===== src/rtl/fetch_stage.sv =====
// Instruction-fetch stage: next-PC/load-enable generation and the IF/EX instruction register.
// Optional HALT state enabled by defining FETCH_HALT_EN.
module fetch_stage #(
`ifdef FETCH_HALT_EN
  parameter logic [3:0] HALT_OP = 4'b1111,
`endif
  parameter int AW = 4,
  parameter int IW = 8
) (
  input  logic          clock,
  input  logic          reset,
  input  logic [AW-1:0] pc,
  input  logic [IW-1:0] rom_data,
  input  logic          stall,
  input  logic          jump_req,
  input  logic [AW-1:0] jump_addr,
  output logic [AW-1:0] pc_next,
  output logic          pc_load,
  output logic [IW-1:0] ir,
  output logic [AW-1:0] ir_pc,
  output logic          ir_valid,
  output logic [7:0]    fetch_cnt
);

  typedef enum logic [1:0] {
    ST_START,
    ST_FETCH
`ifdef FETCH_HALT_EN
    , ST_HALT
`endif
  } state_t;

  localparam logic [AW-1:0] PC_ONE = AW'(1);

  state_t        state_reg, state_next;
  logic [IW-1:0] ir_reg, ir_next;
  logic [AW-1:0] ir_pc_reg, ir_pc_next;
  logic          valid_reg, valid_next;
  logic [7:0]    cnt_reg, cnt_next;

  always_comb begin
    state_next = state_reg;
    ir_next    = ir_reg;
    ir_pc_next = ir_pc_reg;
    valid_next = valid_reg;
    cnt_next   = cnt_reg;
    pc_next    = '0;
    pc_load    = 1'b0;

    case (state_reg)
      ST_START: begin
        state_next = ST_FETCH;
        valid_next = 1'b0;
      end
      ST_FETCH: begin
        // Address arithmetic is AW bits wide, so pc+1 wraps naturally.
        pc_next = jump_req ? jump_addr : pc + PC_ONE;
        pc_load = jump_req | ~stall;
        if (jump_req) begin
          valid_next = 1'b0;
        end else if (!stall) begin
          ir_next    = rom_data;
          ir_pc_next = pc;
          valid_next = 1'b1;
          cnt_next   = cnt_reg + 8'd1;
`ifdef FETCH_HALT_EN
          if (rom_data[IW-1:IW-4] == HALT_OP) state_next = ST_HALT;
`endif
        end
      end
`ifdef FETCH_HALT_EN
      ST_HALT: begin
        pc_next    = pc;
        pc_load    = 1'b0;
        valid_next = 1'b0;
      end
`endif
      default: state_next = ST_START;
    endcase

    // PC register must see a quiet, zeroed interface while reset is held.
    if (reset) begin
      pc_next = '0;
      pc_load = 1'b0;
    end
  end

  always_ff @(posedge clock) begin
    if (reset) begin
      state_reg <= ST_START;
      ir_reg    <= '0;
      ir_pc_reg <= '0;
      valid_reg <= 1'b0;
      cnt_reg   <= '0;
    end else begin
      state_reg <= state_next;
      ir_reg    <= ir_next;
      ir_pc_reg <= ir_pc_next;
      valid_reg <= valid_next;
      cnt_reg   <= cnt_next;
    end
  end

  assign ir        = ir_reg;
  assign ir_pc     = ir_pc_reg;
  assign ir_valid  = valid_reg;
  assign fetch_cnt = cnt_reg;

endmodule


===== config.mk =====
export PLATFORM = sky130hd
export DESIGN_NAME = fetch_stage
export DESIGN_NICKNAME = d
export VERILOG_FILES = /design/src/rtl/fetch_stage.sv
export SDC_FILE = /design/constraint.sdc
export NUM_CORES = 1
export LEC_CHECK = 0
export ABC_AREA = 1
export CORE_MARGIN = 2
export CORE_UTILIZATION = 40
export CTS_BUF_LIST = sky130_fd_sc_hd__clkbuf_16
export CTS_CLUSTER_DIAMETER = 200
export DETAILED_ROUTE_END_ITERATION = 8
export GPL_TIMING_DRIVEN = 0
export PLACE_DENSITY_LB_ADDON = 0.3
export SLEW_MARGIN = 20
export SYNTH_ARGS = -nofsm -noshare
export SYNTH_HDL_FRONTEND = slang
export SYNTH_SLANG_ARGS = --single-unit

===== constraint.sdc =====
create_clock -name clock -period 2.85 [get_ports clock]
set_input_delay 0.855 -clock clock [delete_from_list [all_inputs] [get_ports clock]]
set_output_delay 0.855 -clock clock [all_outputs]
set_load 0.05 [all_outputs]

==> results of run 1 <==
[synth_stat cells (2+ instances only)]
cell type  instances
nand2_1           42
dfxtp_1           22
nor2_1            17
a21oi_1           15
inv_1             15
nand4_1            4
nand3_1            3
nor2_4             3
o21ai_0            3
buf_6              2
ha_1               2
nor3_1             2
[cell families (layout without fill, tap and decap cells)]
family                   after synthesis  after routing  synth area share [%]
AO/OA/AOI/OAI                         21             21                  10.8
XOR/XNOR                               2              2                  1.71
adder cells (fa/ha/maj)                2              2                  2.44
buffers and inverters                 20             69                  9.01
flip-flops                            22             22                  42.9
AND/OR/NAND/NOR                       74             74                  33.1
[path summary, 6_finish.rpt]
path                            slack (ns)  depth (start not counted)               endpoint
worst min-delay path                  0.46                          2     ir[2]$_SDFFE_PP0P_
worst max-delay path                  0.13                          6             pc_next[2]
worst min register to register        0.46                          2     ir[2]$_SDFFE_PP0P_
worst max register to register        1.71                          5  ir_pc[3]$_SDFFE_PP0P_
[layout make-up]
class / instances / area share, %
clock buffers: 3 / 4.71
multi-input cells: 99 / 31.8
flip-flops and latches: 22 / 27.7
inverters: 17 / 4.16
plain buffers: 3 / 1.65
repair buffers: 46 / 27.7
well taps: 30 / 2.36
[power groups by stage]
stage | clock [mW] | combinational [mW] | sequential [mW]
global placement | 0 | 0.130 | 0.327
CTS | 0.287 | 0.130 | 0.321
detailed placement | 0 | 0.132 | 0.327
global route | 0.300 | 0.138 | 0.322
floorplan | 0 | 0.0489 | 0.351
finish | 0.282 | 0.129 | 0.321
[metrics by stage]
step | setup TNS, ns | util [%] | worst slack, ns | hold slack [ns]
finish | 0 | 64.9 | 0.125 | 0.463
CTS | 0 | 64.9 | 0.125 | 0.463
floorplan | 0 | - | 0.118 | 0.604
global route | 0 | 64.9 | 0.0864 | 0.470
detailed placement | -3.86 | 62.1 | -0.807 | 0.455
global placement | -3.69 | 62.1 | -0.769 | 0.449
[layer usage]
metal | up-vias | wire (um) | global-route usage [%]
met2 | 37 | 1330 | 33.9
met1 | 467 | 998 | 18.1
li1 | 543 | - | -
met4 | 0 | 19 | 7.92
met3 | 3 | 188 | 3.83
met5 | - | 0 | 0
[what timing repair did]
item | 4_1_cts | 5_1_grt
setup endpoints to repair | 5 | 0
gates resized for setup | 37 | 0
setup buffers | 1 | 0
[placed cells by master, fill, tap and decap left out, drive strengths merged]
cell type	count
o21ai	4
nor2	20
a211oi	1
inv	17
clkbuf	4
nand4	4
nand2	44
dfxtp	22
clkdlybuf4s50	35
a21oi	16
xor2	1
dlygate4sd2	5
nand3	4
ha	2
xnor2	1
buf	8
nor3	2
[worst reg2reg max path: cells and delay by family (launching register included)]
family / cells / cell delay, ns
and+or+nand+nor: 3 / 0.31
buffers and inverters: 1 / 0.17
AOI/OAI and AO/OA: 1 / 0.14
DFF: 1 / 0.45
==> flow_summary.ini, run 1 <==
[worst_setup_path]
crit_path_end_kind = output pin
cpPeakStageDelay_ns = 0.29
cp_data_required_time_ns = 2.00
arrival_ns = 1.87
crit_start = pc[0]
crit_family = buffers and inverters
path_max_fanout = 4
reg2reg_from = state_reg[0]$_SDFFE_PP0N_
crit_path_cell_trace = dlygate4sd2_1, ha_1, xor2_1, o21ai_1, inv_1, buf_4
crit_type = primary input to output pin
cp_slowest_cell = dlygate4sd2_1
critPathLaunchType = primary input
critPathBufInv = 3

[detailed_routing]
wl_um = 2530
drtIter0Drc = 11
post-route-drc-count = 0
drt_pre_antenna_iters = 5
ant_nets = 0
wl_per_cell_um = 11.5
post_drt_via_cell_ratio = 4.77
vias = 1050

[pwr]
p_seq_share_pct = 43.9
intPower_uw = 553
combPwrFrac_pct = 17.7
powerDensity_nw_per_um2 = 460
switching_power_uw = 179
totalPowerFinal_uw = 732
switching_share_pct = 24.5
clkPwrFrac_pct = 38.5
leakage_nw = 0.652
ir_drop_mv = 0.294

[clock_network]
clkSinkCount = 22
cts_buffers = 3
clock-root-buffer = clkbuf_16
cts_tree = built
clk_latency_ns = 0.25
max-clock-path-buffers = 2
clk_pin_slew_ns = 0.05
cts_max_level = 1
hold_buffers = 0

[layout]
n_fill_cell = 222
drive_gt1_share_pct = 12.1
seqCellArea_sq_um = 440
multi_input_area_sq_um = 507
finalInstanceArea_sq_um = 1590
antenna_cells = 0
finalNetCount = 214
area_delta_synth_final_pct = 55.1
finalNonFillerCells = 220

[floorplan]
initial_core_util_pct = 41.8
core_area_sq_um = 2450
die_area_sq_um = 2990
die_w_um = 54.7
die_height_um = 54.7
ios = 46
rows = 18

[placed_design]
placed_cells = 216
dpl_cell_area_sq_um = 1530
place.gp.congestion = 0.763
io_buffer_count = 45
dp_hpwl_um = 1930

[synthesis]
synth_edf_count = 0
syn_inst = 141
syn_area_sq_um = 1030
synth_area_leader_cell = dfxtp_1
synth.area.top_cells = dfxtp_1, nand2_1, a21oi_1
synthArstFlopShare_pct = 0
ys_warn_count = 0
synth-seq-cells = 22
seq_area_frac_synth_pct = 42.9
synth_cell_types = 23
synth_fp_nets = 163
syn_area_per_cell_sq_um = 7.29
synth.top_cell.area_share_pct = 42.9
ys.flop_type = dfxtp_1

[grt]
grt_antenna_before_repair = 0
grt_pass1_vias = 932
overflow = 0
grt_max_degree = 12
grt_pass1_wl_um = 3830
groute.usage.overall_pct = 17.8

[timing]
final.min_clock_period_ns = 2.72
worstMarginPinSlew_ns = 0.511
post-route-period-util_pct = 95.6
setup_viol_count_final = 0
fmax_ghz = 0.367
drv_slew = 0
slew_headroom_pct = 65.8
rsz0062_at_grt = no
skew_ns = 0.00188
report.final.hold_viol_count = 0

[worst_hold_path]
min_path_type = register to register
min_from = ir[2]$_SDFFE_PP0P_

[outcome]
outcome = finished clean

[flow_run]
max_cap_violations = 0
Note: power is estimated with default switching activity, not from simulation.
==> inputs of run 2 (changes only) <==
--- a/config.mk
+++ b/config.mk
@@ -7,7 +7,7 @@
 export LEC_CHECK = 0
 export ABC_AREA = 1
 export CORE_MARGIN = 2
-export CORE_UTILIZATION = 40
+export CORE_UTILIZATION = 44
 export CTS_BUF_LIST = sky130_fd_sc_hd__clkbuf_16
 export CTS_CLUSTER_DIAMETER = 200
 export DETAILED_ROUTE_END_ITERATION = 8
==> run 2 against run 1 <==
Against the previous run: flip-flop and latch count unchanged; fmax decreased by 1.2%; via count grew 1.9%; global-route usage increased by 2.6 points; clock-buffer cell count unchanged; non-clock buffer count stayed put; highest routed layer unchanged; cell count is 0.45% lower; clock power grew 38%.
==> flow_summary.ini, run 2 (synthesized netlist as in run 1, its figures left out) <==
[grt]
grt_pass1_wl_um = 4220
use_met2_pct = 36.5
grt_antenna_before_repair = 0
grt_max_degree = 14
overflow = 0
grt_pass1_vias = 985
use_met1_pct = 23.4
top_usage_layer = met2
met3_usage_pct = 4.00
groute.usage.overall_pct = 20.4

[layout]
drive_gt1_share_pct = 12.6
final_cell_mix = nand2_1, clkdlybuf4s50_1, dfxtp_1
antenna_cells = 0
n_fill_cell = 183
finalNetCount = 214
mostFrequentLayoutCell = nand2_1
finalInstanceArea_sq_um = 1620
area_delta_synth_final_pct = 57.7

[clock_network]
cts_buffers = 3
cts_tree = built
cts_max_level = 1
max-clock-path-buffers = 2
clock-root-buffer = clkbuf_16
clk_pin_slew_ns = 0.06
clkSinkCount = 22
clk_latency_ns = 0.25

[worst_setup_path]
path_max_fanout = 4
crit_family = buffers and inverters
critPathBufInv = 3
critPathLaunchType = primary input
crit_path_cell_trace = dlygate4sd2_1, ha_1, xor2_1, o21ai_0, inv_1, buf_4
cpPeakStageDelay_ns = 0.29
cp_slowest_cell = dlygate4sd2_1
crit_path_end_kind = output pin
cp_data_required_time_ns = 2.00
arrival_ns = 1.90
crit_type = primary input to output pin

[outcome]
outcome = finished clean

[pwr]
leakage_nw = 0.666
ir_drop_mv = 0.539
totalPowerFinal_uw = 840
powerDensity_nw_per_um2 = 518

[worst_hold_path]
min_path_type = register to register

[timing]
fin_setup_tns_ns = 0
worstMarginPinSlew_ns = 0.512
report.final.hold_viol_count = 0
post-route-period-util_pct = 96.8
drv_slew = 0
setup_viol_count_final = 0
final.min_clock_period_ns = 2.76
fmax_ghz = 0.362
rsz0062_at_grt = no
setup_ws_ns = 0.0909
skew_ns = 0.000924
slew_headroom_pct = 65.8

[detailed_routing]
post-route-drc-count = 0
wl_per_cell_um = 12.0
post_drt_via_cell_ratio = 4.89
vias = 1070
drtIter0Drc = 25
wl_um = 2630
drt_pre_antenna_iters = 4
ant_nets = 0

[placed_design]
dp_hpwl_um = 1880
dpl_cell_area_sq_um = 1520
io_buffer_count = 45
place.gp.congestion = 0.816
pre_cts_ws_ns = -0.827

[flow_run]
max_cap_violations = 0

[floorplan]
rows = 17
die_height_um = 52.3
core_area_sq_um = 2210
die_area_sq_um = 2740
ios = 46
die_w_um = 52.3
initial_core_util_pct = 46.4
[run 2: stage by stage]
step / hold slack, ns / cells / utilization, %
after floorplan: 0.604 / 141 / -
after global routing: 0.485 / 219 / 73.2
final: 0.462 / 219 / 73.2
after detailed placement: 0.455 / 214 / 68.8
after global placement: 0.449 / 214 / 68.8
after CTS: 0.465 / 219 / 73.2
[run 2: final cells by class]
class / instances / area [sq um] / area share (%)
sequential: 22 / 440 / 27.2
buffer: 3 / 26.3 / 1.62
tap: 28 / 35.0 / 2.16
timing repair buffer: 46 / 440 / 27.2
clock inverter: 1 / 30.0 / 1.85
multi-input combinational: 99 / 507 / 31.3
inverter: 17 / 66.3 / 4.09
clock buffer: 3 / 75.1 / 4.63
[run 2: what timing repair did]
item / CTS / global route
buffers inserted: 1 / 0
setup endpoints to repair: 5 / 0
hold buffers: 0 / 0
resized for setup: 36 / 0
[run 2: tightest hold or removal path, cell delays in order, from the launching register on]
cell and delay, ns:
dfxtp_1 0.31, nand2_1 0.06, a21oi_1 0.05
[run 2: final timing paths]
| kind | start | endpoint | slack, ns | depth (start not counted) |
|---|---|---|---|---|
| worst max-delay path | pc[0] | pc_next[2] | 0.09 | 6 |
| worst min-delay path | ir[2]$_SDFFE_PP0P_ | ir[2]$_SDFFE_PP0P_ | 0.46 | 2 |
| worst max register to register | fetch_cnt[2]$_SDFFE_PP0P_ | fetch_cnt[5]$_SDFFE_PP0P_ | 1.69 | 5 |
| worst min register to register | ir[2]$_SDFFE_PP0P_ | ir[2]$_SDFFE_PP0P_ | 0.46 | 2 |
[run 2: layer usage]
layer  vias up  part of all wire, %  wire [um]
met5         -                    0          0
met4         0                 0.46         12
met3         2                  4.6        121
met2        34                   52       1360
met1       483                   43       1130
li1        551                    -          -
[run 2: where the power goes]
part / internal [mW] / switching [mW] / total (mW)
registers: 0.315 / 0.00571 / 0.321
logic: 0.0526 / 0.0773 / 0.130
clock network: 0.279 / 0.110 / 0.389
==> inputs of run 3 (changes only) <==
--- a/config.mk
+++ b/config.mk
@@ -17,3 +17,4 @@
 export SYNTH_ARGS = -nofsm -noshare
 export SYNTH_HDL_FRONTEND = slang
 export SYNTH_SLANG_ARGS = --single-unit
+export TNS_END_PERCENT = 5
==> run 3 against run 2 <==
Against the previous run: flip-flop and latch count unchanged; power is essentially flat; first-iteration DRC count fell by 4.0%; critical path depth unchanged; via count up 1.2%; setup slack better by 0.060 ns; die area is the same; critical endpoint unchanged; largest power group unchanged.
==> flow_summary.ini, run 3 (synthesized netlist as in run 1, its figures left out) <==
[timing]
drv_slew = 0
fin_setup_tns_ns = 0
post-route-period-util_pct = 94.7
skew_ns = 0.00278
report.final.hold_viol_count = 0
setup_viol_count_final = 0
rsz0062_at_grt = no
worstMarginPinSlew_ns = 0.515
slew_headroom_pct = 65.5
fmax_ghz = 0.371
final.min_clock_period_ns = 2.70

[worst_setup_path]
r2r_end = fetch_cnt[6]$_SDFFE_PP0P_
reg2reg_depth = 6
cp_data_required_time_ns = 2.00
cp_slowest_cell = dlygate4sd2_1
cpPeakStageDelay_ns = 0.29
critPathLaunchType = primary input
crit_start = pc[0]
r2r_setup_slack_ns = 1.68
path_max_fanout = 4
cp-endpoint = pc_next[2]
arrival_ns = 1.84
crit_path_end_kind = output pin
crit_path_cell_trace = dlygate4sd2_1, ha_1, xor2_1, o21ai_1, inv_1, buf_6
crit_type = primary input to output pin
reg2reg_from = fetch_cnt[1]$_SDFFE_PP0P_

[floorplan]
ios = 46
die_height_um = 52.3
core_area_sq_um = 2210
rows = 17
die_w_um = 52.3
initial_core_util_pct = 46.4
die_area_sq_um = 2740

[detailed_routing]
wl_per_cell_um = 12.2
drt_pre_antenna_iters = 4
wl_um = 2680
post-route-drc-count = 0
drtIter0Drc = 24
vias = 1083
ant_nets = 0
post_drt_via_cell_ratio = 4.92

[layout]
drive_gt1_share_pct = 12.0
finalNetCount = 215
final_cell_mix = nand2_1, clkdlybuf4s50_1, dfxtp_1
finalInstanceArea_sq_um = 1630
antenna_cells = 0
area_delta_synth_final_pct = 58.5
mostFrequentLayoutCell = nand2_1

[outcome]
outcome = finished clean

[placed_design]
dp_hpwl_um = 1930
dpl_cell_area_sq_um = 1520
place.gp.congestion = 0.801
io_buffer_count = 45

[worst_hold_path]
min_path_type = register to register

[pwr]
leakage_nw = 0.685
ir_drop_mv = 0.342
powerDensity_nw_per_um2 = 516

[clock_network]
clock-root-buffer = clkbuf_16
cts_buffers = 3
clk_pin_slew_ns = 0.06
cts_max_level = 1
max-clock-path-buffers = 2
hold_buffers = 0
clk_latency_ns = 0.25
cts_tree = built
clkSinkCount = 22

[grt]
grt_pass1_vias = 1015
grt_pass1_wl_um = 4280
grt_max_degree = 14
overflow = 0
groute.usage.overall_pct = 20.8
grt_antenna_before_repair = 0

[flow_run]
max_cap_violations = 0
## run 3: cell count changes in the layout (fill, tap and decap cells not counted), sizes merged
cell          change
dlygate4sd2       -2
dlymetal6s2s      +2
buf               +1
## run 3: critical path, delay by kind of cell
family	cells	cell delay (ns)
buf+inv	3	0.51
compound gates	1	0.12
xor+xnor	1	0.14
fa+ha+maj	1	0.22
## run 3: routing by layer
| metal | share of wire [%] | up-vias | wire length, um | GRT usage (%) |
|---|---|---|---|---|
| met1 | 42 | 496 | 1120 | 23.5 |
| met5 | 0 | - | 0 | 0 |
| met4 | 1.0 | 0 | 27 | 7.26 |
| met2 | 52 | 32 | 1390 | 38.5 |
| met3 | 5.1 | 5 | 137 | 3.71 |
| li1 | - | 550 | - | - |
## run 3: worst min-delay path by stage
stage,start,endpoint,slack (ns),depth (start not counted)
floorplan,state_reg[0]$_SDFFE_PP0N_,ir[3]$_SDFFE_PP0P_,0.60,4
global placement,ir_pc[1]$_SDFFE_PP0P_,ir_pc[1]$_SDFFE_PP0P_,0.45,2
detailed placement,ir_pc[3]$_SDFFE_PP0P_,ir_pc[3]$_SDFFE_PP0P_,0.45,2
CTS,ir_pc[3]$_SDFFE_PP0P_,ir_pc[3]$_SDFFE_PP0P_,0.46,2
global route,ir_pc[3]$_SDFFE_PP0P_,ir_pc[3]$_SDFFE_PP0P_,0.48,2
finish,ir[7]$_SDFFE_PP0P_,ir[7]$_SDFFE_PP0P_,0.46,2
## run 3: area by class of cell
class	count	area (sq um)
multi-input cells	99	499
plain buffers	3	26.3
well taps	28	35.0
repair buffers	47	455
inverters	17	66.3
clock inverters	1	30.0
fillers	177	584
clock buffers	3	75.1
flip-flops and latches	22	440
## run 3: timing repair
| action | 4_1_cts | 5_1_grt |
|---|---|---|
| pin swaps | 1 | 0 |
| buffers inserted | 2 | 0 |
| setup endpoints to repair | 5 | 5 |
| gates resized for setup | 35 | 2 |
## run 3: metrics by stage
step | hold slack [ns] | cells | setup slack (ns) | util [%] | power (mW)
CTS | 0.464 | 220 | 0.00593 | 73.4 | 0.845
global route | 0.477 | 220 | 0.0368 | 73.6 | 0.866
floorplan | 0.604 | 141 | -0.239 | - | 0.399
finish | 0.463 | 220 | 0.151 | 73.6 | 0.840
detailed placement | 0.454 | 214 | -0.775 | 68.6 | 0.458
global placement | 0.449 | 214 | -0.754 | 68.6 | 0.455
## run 3: where the power goes
part / internal (mW) / leakage (nW) / switching, mW / total [mW]
registers: 0.315 / 0.179 / 0.00567 / 0.321
clock network: 0.279 / 0.0511 / 0.110 / 0.389
logic: 0.0538 / 0.456 / 0.0769 / 0.131
